File: config.mk
export PLATFORM = sky130hd
export DESIGN_NAME = data_sched
export DESIGN_NICKNAME = d
export VERILOG_FILES = /design/src/rtl/data_sched_pkg.sv /design/src/rtl/data_sched_rr_pick.sv /design/src/rtl/data_sched.sv
export SDC_FILE = /design/constraint.sdc
export NUM_CORES = 1
export LEC_CHECK = 0
export ABC_AREA = 1
export CAP_MARGIN = 20
export CORE_UTILIZATION = 40
export CTS_CLUSTER_DIAMETER = 100
export DETAILED_ROUTE_END_ITERATION = 8
export PLACE_DENSITY = 0.67
export SYNTH_ARGS = -nofsm -noshare
export SYNTH_HDL_FRONTEND = slang
export SYNTH_SLANG_ARGS = --single-unit
export TNS_END_PERCENT = 20
File: constraint.sdc
create_clock -name clk -period 4.2 [get_ports clk]
set_input_delay 1.26 -clock clk [delete_from_list [all_inputs] [get_ports clk]]
set_output_delay 1.26 -clock clk [all_outputs]
set_load 0.01 [all_outputs]
File: src/rtl/data_sched_pkg.sv
// Shared types and default sizing for the data_sched round-robin burst scheduler.
package data_sched_pkg;

    typedef enum logic [1:0] {
        IDLE = 2'd0,
        XFER = 2'd1,
        REL  = 2'd2
    } state_e;

    localparam int NREQ_DEF  = 4;
    localparam int DW_DEF    = 4;
    localparam int BURST_DEF = 4;

endpackage

File: src/rtl/data_sched_rr_pick.sv
// Combinational round-robin picker: first set request bit searching upward from last+1, with wrap.
module rr_pick #(
    parameter int N = 4,
    localparam int IW = (N > 1) ? $clog2(N) : 1
) (
    input  logic [N-1:0]  req,
    input  logic [IW-1:0] last,
    output logic [N-1:0]  gnt,
    output logic [IW-1:0] idx,
    output logic          any
);

    logic [IW-1:0] cand;

    always_comb begin
        gnt  = '0;
        idx  = '0;
        any  = 1'b0;
        cand = '0;
        for (int k = 1; k <= N; k++) begin
            cand = IW'((int'(last) + k) % N);
            if (!any && req[cand]) begin
                any       = 1'b1;
                idx       = cand;
                gnt[cand] = 1'b1;
            end
        end
    end

endmodule

File: src/rtl/data_sched.sv
// Round-robin burst scheduler forwarding a shared data source to one requester at a time.
// Optional per-requester completed-burst counters are enabled with DATA_SCHED_STATS_EN.
module data_sched
    import data_sched_pkg::*;
#(
    parameter int NREQ  = NREQ_DEF,
    parameter int DW    = DW_DEF,
    parameter int BURST = BURST_DEF
) (
    input  logic            clk,
    input  logic            rst,
    input  logic [NREQ-1:0] req,
    input  logic [DW-1:0]   data,
    input  logic            data_vld,
    output logic [NREQ-1:0] gnt,
    output logic [DW-1:0]   dataout,
    output logic            dataout_vld,
    output logic            busy,
    output logic            done,
    output logic            abort,
    output state_e          dbg_state
`ifdef DATA_SCHED_STATS_EN
    ,
    output logic [NREQ*8-1:0] gnt_cnt
`endif
);

    localparam int IW = (NREQ > 1) ? $clog2(NREQ) : 1;
    localparam int BW = $clog2(BURST + 1);
    localparam logic [BW-1:0] LAST_BEAT = BW'(BURST - 1);

    state_e          state_q, state_d;
    logic [NREQ-1:0] gnt_q, gnt_d;
    logic [IW-1:0]   gidx_q, gidx_d;
    logic [IW-1:0]   last_q, last_d;
    logic [BW-1:0]   beat_q, beat_d;
    logic [DW-1:0]   dout_q, dout_d;
    logic            dvld_q, dvld_d;
    logic            done_q, done_d;
    logic            abort_q, abort_d;

    logic [NREQ-1:0] pick_gnt;
    logic [IW-1:0]   pick_idx;
    logic            pick_any;

    rr_pick #(.N(NREQ)) u_pick (
        .req  (req),
        .last (last_q),
        .gnt  (pick_gnt),
        .idx  (pick_idx),
        .any  (pick_any)
    );

    // Withdrawal takes priority over a beat arriving in the same cycle, so that beat is dropped.
    always_comb begin
        state_d = state_q;
        gnt_d   = gnt_q;
        gidx_d  = gidx_q;
        last_d  = last_q;
        beat_d  = beat_q;
        dout_d  = dout_q;
        dvld_d  = 1'b0;
        done_d  = 1'b0;
        abort_d = 1'b0;
        case (state_q)
            IDLE: begin
                if (pick_any) begin
                    gnt_d   = pick_gnt;
                    gidx_d  = pick_idx;
                    state_d = XFER;
                end
            end
            XFER: begin
                if (!req[gidx_q]) begin
                    gnt_d   = '0;
                    abort_d = 1'b1;
                    state_d = REL;
                end else if (data_vld) begin
                    dout_d = data;
                    dvld_d = 1'b1;
                    beat_d = beat_q + 1'b1;
                    if (beat_q == LAST_BEAT) begin
                        gnt_d   = '0;
                        done_d  = 1'b1;
                        state_d = REL;
                    end
                end
            end
            REL: begin
                last_d  = gidx_q;
                beat_d  = '0;
                state_d = IDLE;
            end
            default: state_d = IDLE;
        endcase
    end

    always_ff @(posedge clk) begin
        if (rst) begin
            state_q <= IDLE;
            gnt_q   <= '0;
            gidx_q  <= '0;
            last_q  <= IW'(NREQ - 1);
            beat_q  <= '0;
            dout_q  <= '0;
            dvld_q  <= 1'b0;
            done_q  <= 1'b0;
            abort_q <= 1'b0;
        end else begin
            state_q <= state_d;
            gnt_q   <= gnt_d;
            gidx_q  <= gidx_d;
            last_q  <= last_d;
            beat_q  <= beat_d;
            dout_q  <= dout_d;
            dvld_q  <= dvld_d;
            done_q  <= done_d;
            abort_q <= abort_d;
        end
    end

    assign gnt         = gnt_q;
    assign dataout     = dout_q;
    assign dataout_vld = dvld_q;
    assign busy        = (state_q != IDLE);
    assign done        = done_q;
    assign abort       = abort_q;
    assign dbg_state   = state_q;

`ifdef DATA_SCHED_STATS_EN
    logic [7:0] cnt_q [NREQ];
    logic [7:0] cnt_d [NREQ];

    // done is high only in REL, where gidx_q still names the requester that finished.
    always_comb begin
        cnt_d = cnt_q;
        if (done_q && cnt_q[gidx_q] != 8'hFF) begin
            cnt_d[gidx_q] = cnt_q[gidx_q] + 8'd1;
        end
    end

    always_ff @(posedge clk) begin
        if (rst) begin
            for (int i = 0; i < NREQ; i++) begin
                cnt_q[i] <= '0;
            end
        end else begin
            cnt_q <= cnt_d;
        end
    end

    always_comb begin
        gnt_cnt = '0;
        for (int i = 0; i < NREQ; i++) begin
            gnt_cnt[i*8 +: 8] = cnt_q[i];
        end
    end
`endif

endmodule

# ---- Yosys cells after proc, flatten, opt, wreduce, memory -nomap -nowiden
# Index checks and enable logic that the tools add are counted.
dict set report word_totals {
  in_bits 11
  out_inout_bits 14
  word_cells 105
  ff_bits 20
}
dict set report op_classes {
  reduce_logical 22
  addsub 5
  bitwise_logic 6
  eq_ne 8
  muxes 46
  n_lt_le_gt_ge 9
}
# cell n
set op_table {}
lappend op_table {{$mux 4} 8}
lappend op_table {{$mux 1} 16}
lappend op_table {{$mux 2} 8}
lappend op_table {{$lt 2x3->1 const B} 5}
lappend op_table {{$or 4x4->4} 3}
lappend op_table {{$bmux 1 s2} 5}
lappend op_table {{$reduce_and 3->1} 3}
lappend op_table {{$demux 1 s2} 4}
lappend op_table {{$ge 2x1->1 const B} 4}
lappend op_table {{$pmux 4 s2} 1}
lappend op_table {{$logic_and 1x1->1} 7}
lappend op_table {{$mux 3} 2}
lappend op_table {{$ne 2x2->1 const B} 3}
lappend op_table {{$ne 3x3->1 const B} 2}
lappend op_table {{$pmux 3 s2} 1}
lappend op_table {{$reduce_bool 2->1} 3}
lappend op_table {{$add 2x1->2 const B} 2}
lappend op_table {{$add 2x2->2 const B} 2}
lappend op_table {{$pmux 2 s2} 1}
lappend op_table {{$reduce_and 4->1} 1}
lappend op_table {{$reduce_or 4->1} 1}
lappend op_table {{$add 3x1->3 const B} 1}
lappend op_table {{$eq 3x2->1 const B} 1}
lappend op_table {{$logic_not 1->1} 3}
lappend op_table {{7 further kinds} 9}

# ---- Logic depth before layout (Yosys ltp)
# Gate-level depths: netlist of run 1.
dict set report logic_depth {
  word_depth 15
  mapped_depth 12
  ltp_nobuf 11
}

# ---- Hierarchy
# From an unflattened synthesis of run 1, not the netlist that was laid out.
dict set report hier_totals {
  cells_unflattened 194
  hier_area_um2 1417.6
}
# mod area_each_um2 cells_per_inst instances seq_area_each_um2
set by_module_without_submodules {}
lappend by_module_without_submodules {data_sched 959.7 120 1 400.4}
lappend by_module_without_submodules {rr_pick 457.9 74 1 0.0}

# ---- Worst setup path before layout of run 1
# Ideal clock, no wire load.
dict set report synth_path {
  path_kind {input to register}
  from {in req[2]}
  to {reg gidx_q[0]}
  path_stages 10
  setup_ns 0.120
  setup_slack_ns 2.022
  path_buffers 0
  arrival_time_ns 2.058
  t_required_ns 4.080
  cell_sequence {nand2_1 -> nand2_4 -> nor2_8 -> nand2_4 -> nor2_4 -> inv_1 -> nand2_2 -> inv_4 -> o21ai_2 -> a21oi_2}
}
dict set report synth_between {
  elab_chain_len 13
  elab_cells_between_ends 23
  cone_classes {16 x mux; 7 x reduce/logical}
}
# element line
set synth_lines {}
lappend synth_lines {{start: declaration} data_sched.sv:12} ;# input logic [NREQ-1:0] req,
lappend synth_lines {{$bmux 1 s2} data_sched_rr_pick.sv:22} ;# if (!any && req[cand]) begin
lappend synth_lines {{$mux 1 (implied by the code)} data_sched_rr_pick.sv:22}
lappend synth_lines {{$mux 1} data_sched_rr_pick.sv:22}
lappend synth_lines {{$logic_not 1->1} data_sched_rr_pick.sv:22}
lappend synth_lines {{$logic_and 1x1->1} data_sched_rr_pick.sv:22}
lappend synth_lines {{$mux 1} data_sched_rr_pick.sv:22}
lappend synth_lines {{$logic_not 1->1} data_sched_rr_pick.sv:22}
lappend synth_lines {{$logic_and 1x1->1} data_sched_rr_pick.sv:22}
lappend synth_lines {{$mux 1} data_sched_rr_pick.sv:22}
lappend synth_lines {{$logic_not 1->1} data_sched_rr_pick.sv:22}
lappend synth_lines {{$logic_and 1x1->1} data_sched_rr_pick.sv:22}
lappend synth_lines {{$mux 1} data_sched_rr_pick.sv:22}
lappend synth_lines {{$reduce_and 2->1 (no source line)} --}
lappend synth_lines {{end signal: assignment} data_sched.sv:112} ;# gidx_q <= gidx_d;
lappend synth_lines {{end: declaration} data_sched.sv:34} ;# logic [IW-1:0] gidx_q, gidx_d;
# Several ways; a longest one is shown, not always the timed one. The select of a mux whose other input is x is not followed.
# A chain may end at the register's enable or synchronous reset.

# ---- Final worst setup path of run 1
dict set report layout_path {
  from {reg state_q[0] (netlist: dbg_state[0])}
  to {out busy}
}
dict set report layout_between {
  elab_chain_len 1
}
# element line
set layout_lines {}
lappend layout_lines {{start: declaration} data_sched.sv:32} ;# state_e state_q, state_d;
lappend layout_lines {{start signal: assignment} data_sched.sv:110} ;# state_q <= state_d;
lappend layout_lines {{$reduce_bool 2->1} data_sched.sv:125} ;# assign busy = (state_q != IDLE);
lappend layout_lines {{end: declaration} data_sched.sv:18} ;# output logic busy,
# No other way between the ends.

==> results of run 1 <==
[cells in the final DEF (no fill, tap or decap), drive strengths merged]
cell / synthesis / routed
dfxtp: 20 / 20
ha: 10 / 10
clkdlybuf4s50: 0 / 24
nand2: 49 / 49
a21boi: 4 / 4
o211ai: 2 / 2
nand3: 20 / 20
clkbuf: 1 / 4
o22ai: 1 / 1
inv: 22 / 22
nor2: 22 / 22
nand4: 6 / 6
nand3b: 1 / 1
o21ai: 10 / 10
a21oi: 12 / 12
[layout make-up]
class / instances / area, sq um
timing repair buffer: 24 / 240
inverter: 22 / 92.6
sequential: 20 / 400
fill: 302 / 1470
tap: 44 / 55.1
clock buffer: 4 / 36.3
multi-input combinational: 137 / 837
[kinds of logic after synthesis]
group,count (synthesis)
compound gates,29
fa+ha+maj,10
buf+inv,24
flops,20
simple gates,98
[through the flow]
step | cells | hold slack (ns) | util | power, uW | cell area (sq um)
finish | 251 | 0.473 | 0.531 | 708 | 1660
global placement | 247 | 0.454 | 0.520 | 594 | 1630
CTS | 251 | 0.478 | 0.531 | 714 | 1660
detailed placement | 247 | 0.460 | 0.520 | 602 | 1630
global route | 251 | 0.507 | 0.531 | 769 | 1660
floorplan | 181 | 0.432 | - | 495 | 1350
[worst max-delay path, cell delays in order, from the launching register on]
cell	delay [ns]
dfxtp_1	0.35
nor2_1	0.23
inv_1	0.09
clkdlybuf4s50_1	0.49
[layer usage]
| layer | wire [um] | GRT usage |
|---|---|---|
| met5 | 0 | 0 |
| met4 | 31 | 0.0332 |
| met3 | 57 | 0.0411 |
| met2 | 1430 | 0.310 |
| met1 | 1330 | 0.228 |
[power by group through the flow]
stage / Clock, uW / Sequential [uW] / Combinational (uW)
finish: 111 / 253 / 344
floorplan: 0 / 257 / 238
CTS: 115 / 253 / 346
detailed placement: 0 / 258 / 344
global placement: 0 / 257 / 338
global route: 122 / 258 / 389
[worst min path at each step]
stage / from / endpoint
after floorplan: beat_q[0] / beat_q[0]
after detailed placement: gnt[2] / gnt[2]
after global routing: gnt[3] / gnt[3]
final: gnt[2] / gnt[2]
after global placement: gnt[3] / gnt[3]
after CTS: gnt[2] / gnt[2]
[flip-flops by register name, indices dropped and copies added (netlist names)]
signal and cells:
gidx_q 2, gnt 4, dataout 4, dataout_vld 1
done 1, abort 1, beat_q 3, last_q 2
dbg_state 2
[Yosys cell counts, drive strengths merged]
| library cell | instances | area [sq um] |
|---|---|---|
| dfxtp | 20 | 400 |
| nand2 | 49 | 259 |
| ha | 10 | 125 |
| a21oi | 12 | 63.8 |
| inv | 22 | 92.6 |
| buf | 1 | 11.3 |
| o211ai | 2 | 15.0 |
| o21ai | 10 | 61.3 |
| o22ai | 1 | 6.26 |
| clkbuf | 1 | 3.75 |
| nand3 | 20 | 115 |
| nand4 | 6 | 37.5 |
| a21boi | 4 | 30.0 |
| nor2 | 22 | 116 |
| nand3b | 1 | 7.51 |
==> summary.txt, run 1 <==
Route
  – Total Routed Length: 2.86 mm
  – Initial drt markers: 50
  – WL/cell: 11.4 um
  – Post-route DRC: 0
  – Drt first pass iters: 4
  – DR vias: 1251
  – Vias/cell: 4.98
  – Detail Route Antenna Nets: 0

Die
  – Die height: 60.0 um
  – IO Count: 25
  – Core Region: 3130 sq um
  – Die area: 3600 sq um
  – Std cell rows: 20
  – Starting Density: 0.430
  – Chip Width: 60.0 um

Synthesis
  – Synth warnings: 0
  – Post-synth cell types: 26
  – Xor and xnor fraction of the mapped netlist area: 0
  – Largest family of logic cells by synthesized area: simple AND/OR/NAND/NOR gates
  – Compound-Gate Fraction of Synth Area: 0.131
  – Mapped Cells: 181
  – Synth Area in Simple Gates: 0.398
  – Netlist Area Pre-Place: 1350 sq um
  – Mux share of post-synthesis cell area: 0
  – Adder-cell share of the synthesized area: 0.0930
  – Synth Register Bits: 20
  – Average size of a mapped cell: 7.43 sq um
  – Register area share after synthesis: 0.298
  – Synth Net Count: 202

Setup path
  – R2R setup slack: 2.06 ns
  – Worst EP required: 2.94 ns
  – Crit. Startpoint: dbg_state[0]
  – Critical Path AT: 1.46 ns
  – Critical Path Fanout Max: 4
  – Crit start category: flop
  – Worst r2r path cells: 9
  – Critical path class: flop to output port
  – Worst flop-to-flop path startpoint: last_q[0]
  – Crit end category: output port
  – CP Capture Point: busy
  – RR Endpoint: gnt[2]

Cells and area
  – # diodes: 0
  – Nets: 229
  – Share of cells above drive strength 1: 0.155
  – Area grow syn2layout: 23.5%

Pwr
  – Switching Fraction: 0.419
  – Power Internal: 411 uW
  – Psw: 297 uW
  – Flop pwr share: 0.357
  – Clock power share: 0.157
  – Leakage: 0.000757 uW
  – Pwr Density: 426 nW/um^2
  – Comb pwr share: 0.486
  – Peak supply drop: 274 uV

Placement
  – Place WS: 1.32 ns
  – Final HPWL DP: 2.27 mm
  – IO Port Bufs: 24
  – Routability cong.: 0.794

Global routing
  – Number of antenna violations at the first check in global routing: 0
  – First-pass GRT wire length: 4.94 mm
  – Via count of the first global-routing pass: 1159
  – Grt ovf: 0
  – Largest net degree at the start of global routing: 13
  – GRT Total Usage: 0.179

CTS
  – CTS tree: built
  – Post-CTS Setup Inserts: 0
  – Clock slew at reported path FFs: 0.11 ns
  – CTS Buf Count: 3
  – Clk buf depth: 2
  – Post_cts resized: 0
  – CTS Root Cell: clkbuf_4
  – Cts hold-fix bufs: 0
  – CTS Sinks: 20
  – Clk_lat worst skew: 0.29 ns
  – Htree depth: 1

Timing
  – Final setup viols: 0
  – Max Clk Rate: 368 MHz
  – Clock skew: 0.00169 ns
  – Final worst-path cycle share: 0.647
  – Unrepaired setup endpoints after global routing: false
  – Minimum clock period: 2.72 ns
  – Final Hold Viols: 0
  – Final Max Slew Viols: 0
  – Final worst slack: 1.48 ns
  – Slew @ Worst Pin: 0.582 ns
  – Setup TNS: 0 ns
  – Worst rel slew slack: 0.611

Flow run
  – Max-cap violations: 0

Worst hold path
  – Hold path cells: 2
  – Hold/Removal Path Class: flop to flop

Outcome
  – Status: completed
No activity file was read; power rests on OpenSTA's default activity.
==> run 2, diff against run 1 <==
--- a/config.mk
+++ b/config.mk
@@ -10,7 +10,7 @@
 export CORE_UTILIZATION = 40
 export CTS_CLUSTER_DIAMETER = 100
 export DETAILED_ROUTE_END_ITERATION = 8
-export PLACE_DENSITY = 0.67
+export PLACE_DENSITY = 0.69
 export SYNTH_ARGS = -nofsm -noshare
 export SYNTH_HDL_FRONTEND = slang
 export SYNTH_SLANG_ARGS = --single-unit
==> constraint.sdc (replaced) <==
create_clock -name clk -period 2.45 [get_ports clk]
set_input_delay 0.735 -clock clk [delete_from_list [all_inputs] [get_ports clk]]
set_output_delay 0.735 -clock clk [all_outputs]
set_load 0.01 [all_outputs]
==> summary.txt, run 2 (synthesized netlist as in run 1, its figures left out) <==
Global routing
  – First-pass GRT wire length: 5.07 mm
  – Grt ovf: 0
  – Number of antenna violations at the first check in global routing: 0
  – Largest net degree at the start of global routing: 13
  – Via count of the first global-routing pass: 1174
  – GRT Total Usage: 0.185

Setup path
  – Crit end category: output port
  – Crit start category: flop
  – Critical path class: flop to output port
  – Worst r2r path cells: 9
  – Critical Path Fanout Max: 4
  – Worst EP required: 1.71 ns
  – Critical Path AT: 1.47 ns

CTS
  – CTS Root Cell: clkbuf_4
  – Post-CTS Setup Inserts: 0
  – CTS Buf Count: 3
  – CTS Sinks: 20
  – Post_cts resized: 0
  – Clk_lat worst skew: 0.30 ns
  – Clock slew at reported path FFs: 0.10 ns
  – CTS tree: built
  – Htree depth: 1
  – Cts hold-fix bufs: 0
  – Clk buf depth: 2

Timing
  – Worst rel slew slack: 0.755
  – Final worst-path cycle share: 0.902
  – Final Hold Viols: 0
  – Minimum clock period: 2.21 ns
  – Clock skew: 0.00601 ns
  – Final worst slack: 0.241 ns
  – Max Clk Rate: 453 MHz
  – Slew @ Worst Pin: 0.367 ns
  – Final Max Slew Viols: 0
  – Unrepaired setup endpoints after global routing: false
  – Final setup viols: 0
  – Setup TNS: 0 ns

Route
  – Vias/cell: 5.04
  – Total Routed Length: 2.88 mm
  – Initial drt markers: 61
  – Detail Route Antenna Nets: 0
  – Post-route DRC: 0
  – Drt first pass iters: 4
  – DR vias: 1269
  – WL/cell: 11.4 um

Die
  – Starting Density: 0.430
  – Die area: 3600 sq um
  – Chip Width: 60.0 um
  – Std cell rows: 20
  – Core Region: 3130 sq um
  – IO Count: 25
  – Die height: 60.0 um

Cells and area
  – Share of cells above drive strength 1: 0.159
  – Area grow syn2layout: 24.1%
  – Fillers: 313
  – Leading cell type in the layout, fill and taps excluded: nand2_1
  – Multi-input gate area: 837 sq um
  – Nets: 230
  – Register area: 400 sq um
  – # diodes: 0
  – Core Util, Final: 0.534
  – Most frequent cells in the layout: nand2_1 (35), clkdlybuf4s50_1 (24), dfxtp_1 (20), inv_1 (19), nor2_1 (18)

Pwr
  – Leakage: 0.000762 uW
  – Pwr Density: 731 nW/um^2
  – Peak supply drop: 413 uV

Outcome
  – Status: completed

Placement
  – Routability cong.: 0.816
  – IO Port Bufs: 24
  – Place WS: 0.0609 ns
  – Final HPWL DP: 2.27 mm

Worst hold path
  – Hold/Removal Path Class: flop to flop
  – Hold path cells: 2

Flow run
  – Max-cap violations: 0
[run 2: cell types whose count changed in the layout (fill, tap and decap cells not counted)]
cell   before  now
buf_4       0    1
[run 2: final timing paths]
kind,from,to,slack [ns]
setup / recovery,dbg_state[0],busy,0.24
hold / removal,gnt[0],gnt[0],0.48
setup reg to reg,last_q[1],gnt[3],0.36
hold reg to reg,gnt[0],gnt[0],0.48
[run 2: power breakdown]
part | internal, uW | leakage [uW] | switching, uW | total [uW]
registers | 379 | 0.000163 | 48.5 | 428
logic | 239 | 0.000577 | 367 | 606
clock network | 90.6 | 0.0000210 | 96.4 | 187
[run 2: worst max-delay path, stage by stage, from the launching register on]
cell,delay (ns)
dfxtp_1,0.35
nor2_1,0.25
inv_1,0.10
clkdlybuf4s50_1,0.49
[run 2: metal layers]
layer | vias up | track usage | wire [um]
met5 | - | 0 | 0
li1 | 645 | - | -
met1 | 583 | 0.241 | 1290
met2 | 37 | 0.311 | 1430
met3 | 4 | 0.0411 | 132
met4 | 0 | 0.0365 | 24
[run 2: cell type report]
cell class,count,area share
tap,44,0.0330
inverter,22,0.0555
multi-input combinational,137,0.501
sequential,20,0.240
clock buffer,4,0.0217
timing repair buffer,25,0.148
[run 2: through the flow]
stage               instances  total power (uW)  instance area [sq um]  hold slack [ns]
floorplan                 181               849                   1350            0.432
global placement          248              1020                   1630            0.453
detailed placement        248              1040                   1630            0.463
CTS                       252              1230                   1670            0.480
global route              252              1330                   1670            0.503
finish                    252              1220                   1670            0.477
==> run 3, diff against run 2 <==
--- a/config.mk
+++ b/config.mk
@@ -10,7 +10,7 @@
 export CORE_UTILIZATION = 40
 export CTS_CLUSTER_DIAMETER = 100
 export DETAILED_ROUTE_END_ITERATION = 8
-export PLACE_DENSITY = 0.69
+export PLACE_DENSITY = 0.67
 export SYNTH_ARGS = -nofsm -noshare
 export SYNTH_HDL_FRONTEND = slang
 export SYNTH_SLANG_ARGS = --single-unit
==> constraint.sdc (replaced) <==
create_clock -name clk -period 2.43 [get_ports clk]
set_input_delay 0.729 -clock clk [delete_from_list [all_inputs] [get_ports clk]]
set_output_delay 0.729 -clock clk [all_outputs]
set_load 0.01 [all_outputs]
==> summary.txt, run 3 (synthesized netlist as in run 1, its figures left out) <==
Pwr
  – Peak supply drop: 263 uV
  – Leakage: 0.000760 uW
  – Tot Pwr: 1200 uW
  – Pwr Density: 721 nW/um^2

Timing
  – Clock skew: 0.00745 ns
  – Unrepaired setup endpoints after global routing: false
  – Slew @ Worst Pin: 0.384 ns
  – Final Max Slew Viols: 0
  – Worst hold margin: 0.474 ns
  – Worst rel slew slack: 0.743
  – Final worst-path cycle share: 0.911
  – Max Clk Rate: 452 MHz
  – Final worst slack: 0.216 ns
  – Final setup viols: 0
  – Minimum clock period: 2.21 ns
  – Setup TNS: 0 ns
  – Final Hold Viols: 0

Setup path
  – Crit-path leading delay family: buffers and inverters
  – Critical Path AT: 1.48 ns
  – Worst r2r path cells: 9
  – Critical Path Fanout Max: 4
  – CP cell instances: nor2_1 -> inv_1 -> clkdlybuf4s50_1
  – Crit end category: output port
  – Worst EP required: 1.70 ns
  – Critical path class: flop to output port
  – Crit start category: flop
  – Cell depth of the worst setup path: 3
  – Critical path's largest stage delay: 0.49 ns
  – Slowest-stage cell, CP: clkdlybuf4s50_1
  – CP bufs+invs: 2

CTS
  – Clk_lat worst skew: 0.30 ns
  – Clock slew at reported path FFs: 0.11 ns
  – CTS Buf Count: 3
  – Htree depth: 1
  – Clk buf depth: 2
  – CTS Root Cell: clkbuf_4
  – CTS tree: built
  – CTS Sinks: 20
  – Cts hold-fix bufs: 0
  – Post-CTS Setup Inserts: 0
  – Post_cts resized: 0

Global routing
  – GRT Total Usage: 0.188
  – Largest net degree at the start of global routing: 13
  – GR Util met1: 0.244
  – Number of antenna violations at the first check in global routing: 0
  – Via count of the first global-routing pass: 1154
  – First-pass GRT wire length: 5.13 mm
  – Met2 Resource Use GR: 0.314
  – GR met3 Demand/Resource: 0.0455
  – Grt ovf: 0
  – Busiest grt layer: met2

Die
  – Std cell rows: 20
  – IO Count: 25
  – Core Region: 3130 sq um
  – Die height: 60.0 um
  – Die area: 3600 sq um
  – Starting Density: 0.430
  – Chip Width: 60.0 um

Cells and area
  – Share of cells above drive strength 1: 0.159
  – Most frequent cells in the layout: nand2_1 (35), clkdlybuf4s50_1 (24), dfxtp_1 (20), inv_1 (19), nor2_1 (18)
  – Nets: 231
  – Multi-input gate area: 837 sq um
  – # diodes: 0
  – Leading cell type in the layout, fill and taps excluded: nand2_1
  – Area grow syn2layout: 23.6%
  – Register area: 400 sq um
  – Fillers: 302

Route
  – DR vias: 1257
  – Total Routed Length: 2.90 mm
  – Initial drt markers: 65
  – Drt first pass iters: 4
  – Detail Route Antenna Nets: 0
  – WL/cell: 11.5 um
  – Vias/cell: 4.99
  – Post-route DRC: 0

Worst hold path
  – Hold/Removal Path Class: flop to flop
  – Hold path cells: 2

Placement
  – IO Port Bufs: 24
  – Place WS: 0.0670 ns
  – Final HPWL DP: 2.28 mm
  – Routability cong.: 0.816

Outcome
  – Status: completed

Flow run
  – Max-cap violations: 0
==> run 3: changes by cell type in the layout (fill, tap and decap cells not counted) <==
cell / previous run / this run
buf_4: 1 / 2
clkbuf_8: 1 / 0
==> run 3: power by group <==
group          leakage, uW  switching [uW]  internal [uW]
clock            0.0000138            99.2           57.8
combinational     0.000583             368            244
sequential        0.000163            47.3            382
total             0.000760             515            684
==> run 3: cell type report <==
class	instances	share of cell area
clock buffers	3	0.0135
well taps	44	0.0331
flip-flops and latches	20	0.241
repair buffers	26	0.153
multi-input cells	137	0.503
inverters	22	0.0557
==> run 3: layer usage <==
metal / vias to the layer above / wire length (um)
met2: 40 / 1400
met1: 563 / 1330
li1: 650 / -
met5: - / 0
met4: 0 / 19
met3: 4 / 150
==> run 3: metrics by stage <==
stage           util  area [sq um]  std cells
2_1_floorplan      -          1350        181
3_3_place_gp   0.524          1640        249
3_5_place_dp   0.524          1640        249
6_report       0.532          1660        252
4_1_cts        0.532          1660        252
5_1_grt        0.532          1660        252
==> run 3: worst paths after layout <==
kind / startpoint / to / slack, ns
max: dbg_state[0] / busy / 0.22
min reg2reg: gnt[2] / gnt[2] / 0.47
max reg2reg: last_q[1] / gnt[2] / 0.53
min: gnt[2] / gnt[2] / 0.47
==> run 3: worst register-to-register path, stage by stage, from the launching register on <==
cell and delay (ns):
dfxtp_1 0.53, inv_1 0.10, ha_1 0.33, nand3_1 0.23, nand2_2 0.18, nor2_2 0.07, a21oi_1 0.16, nand3_1 0.08
nand2_1 0.07, a21oi_1 0.05
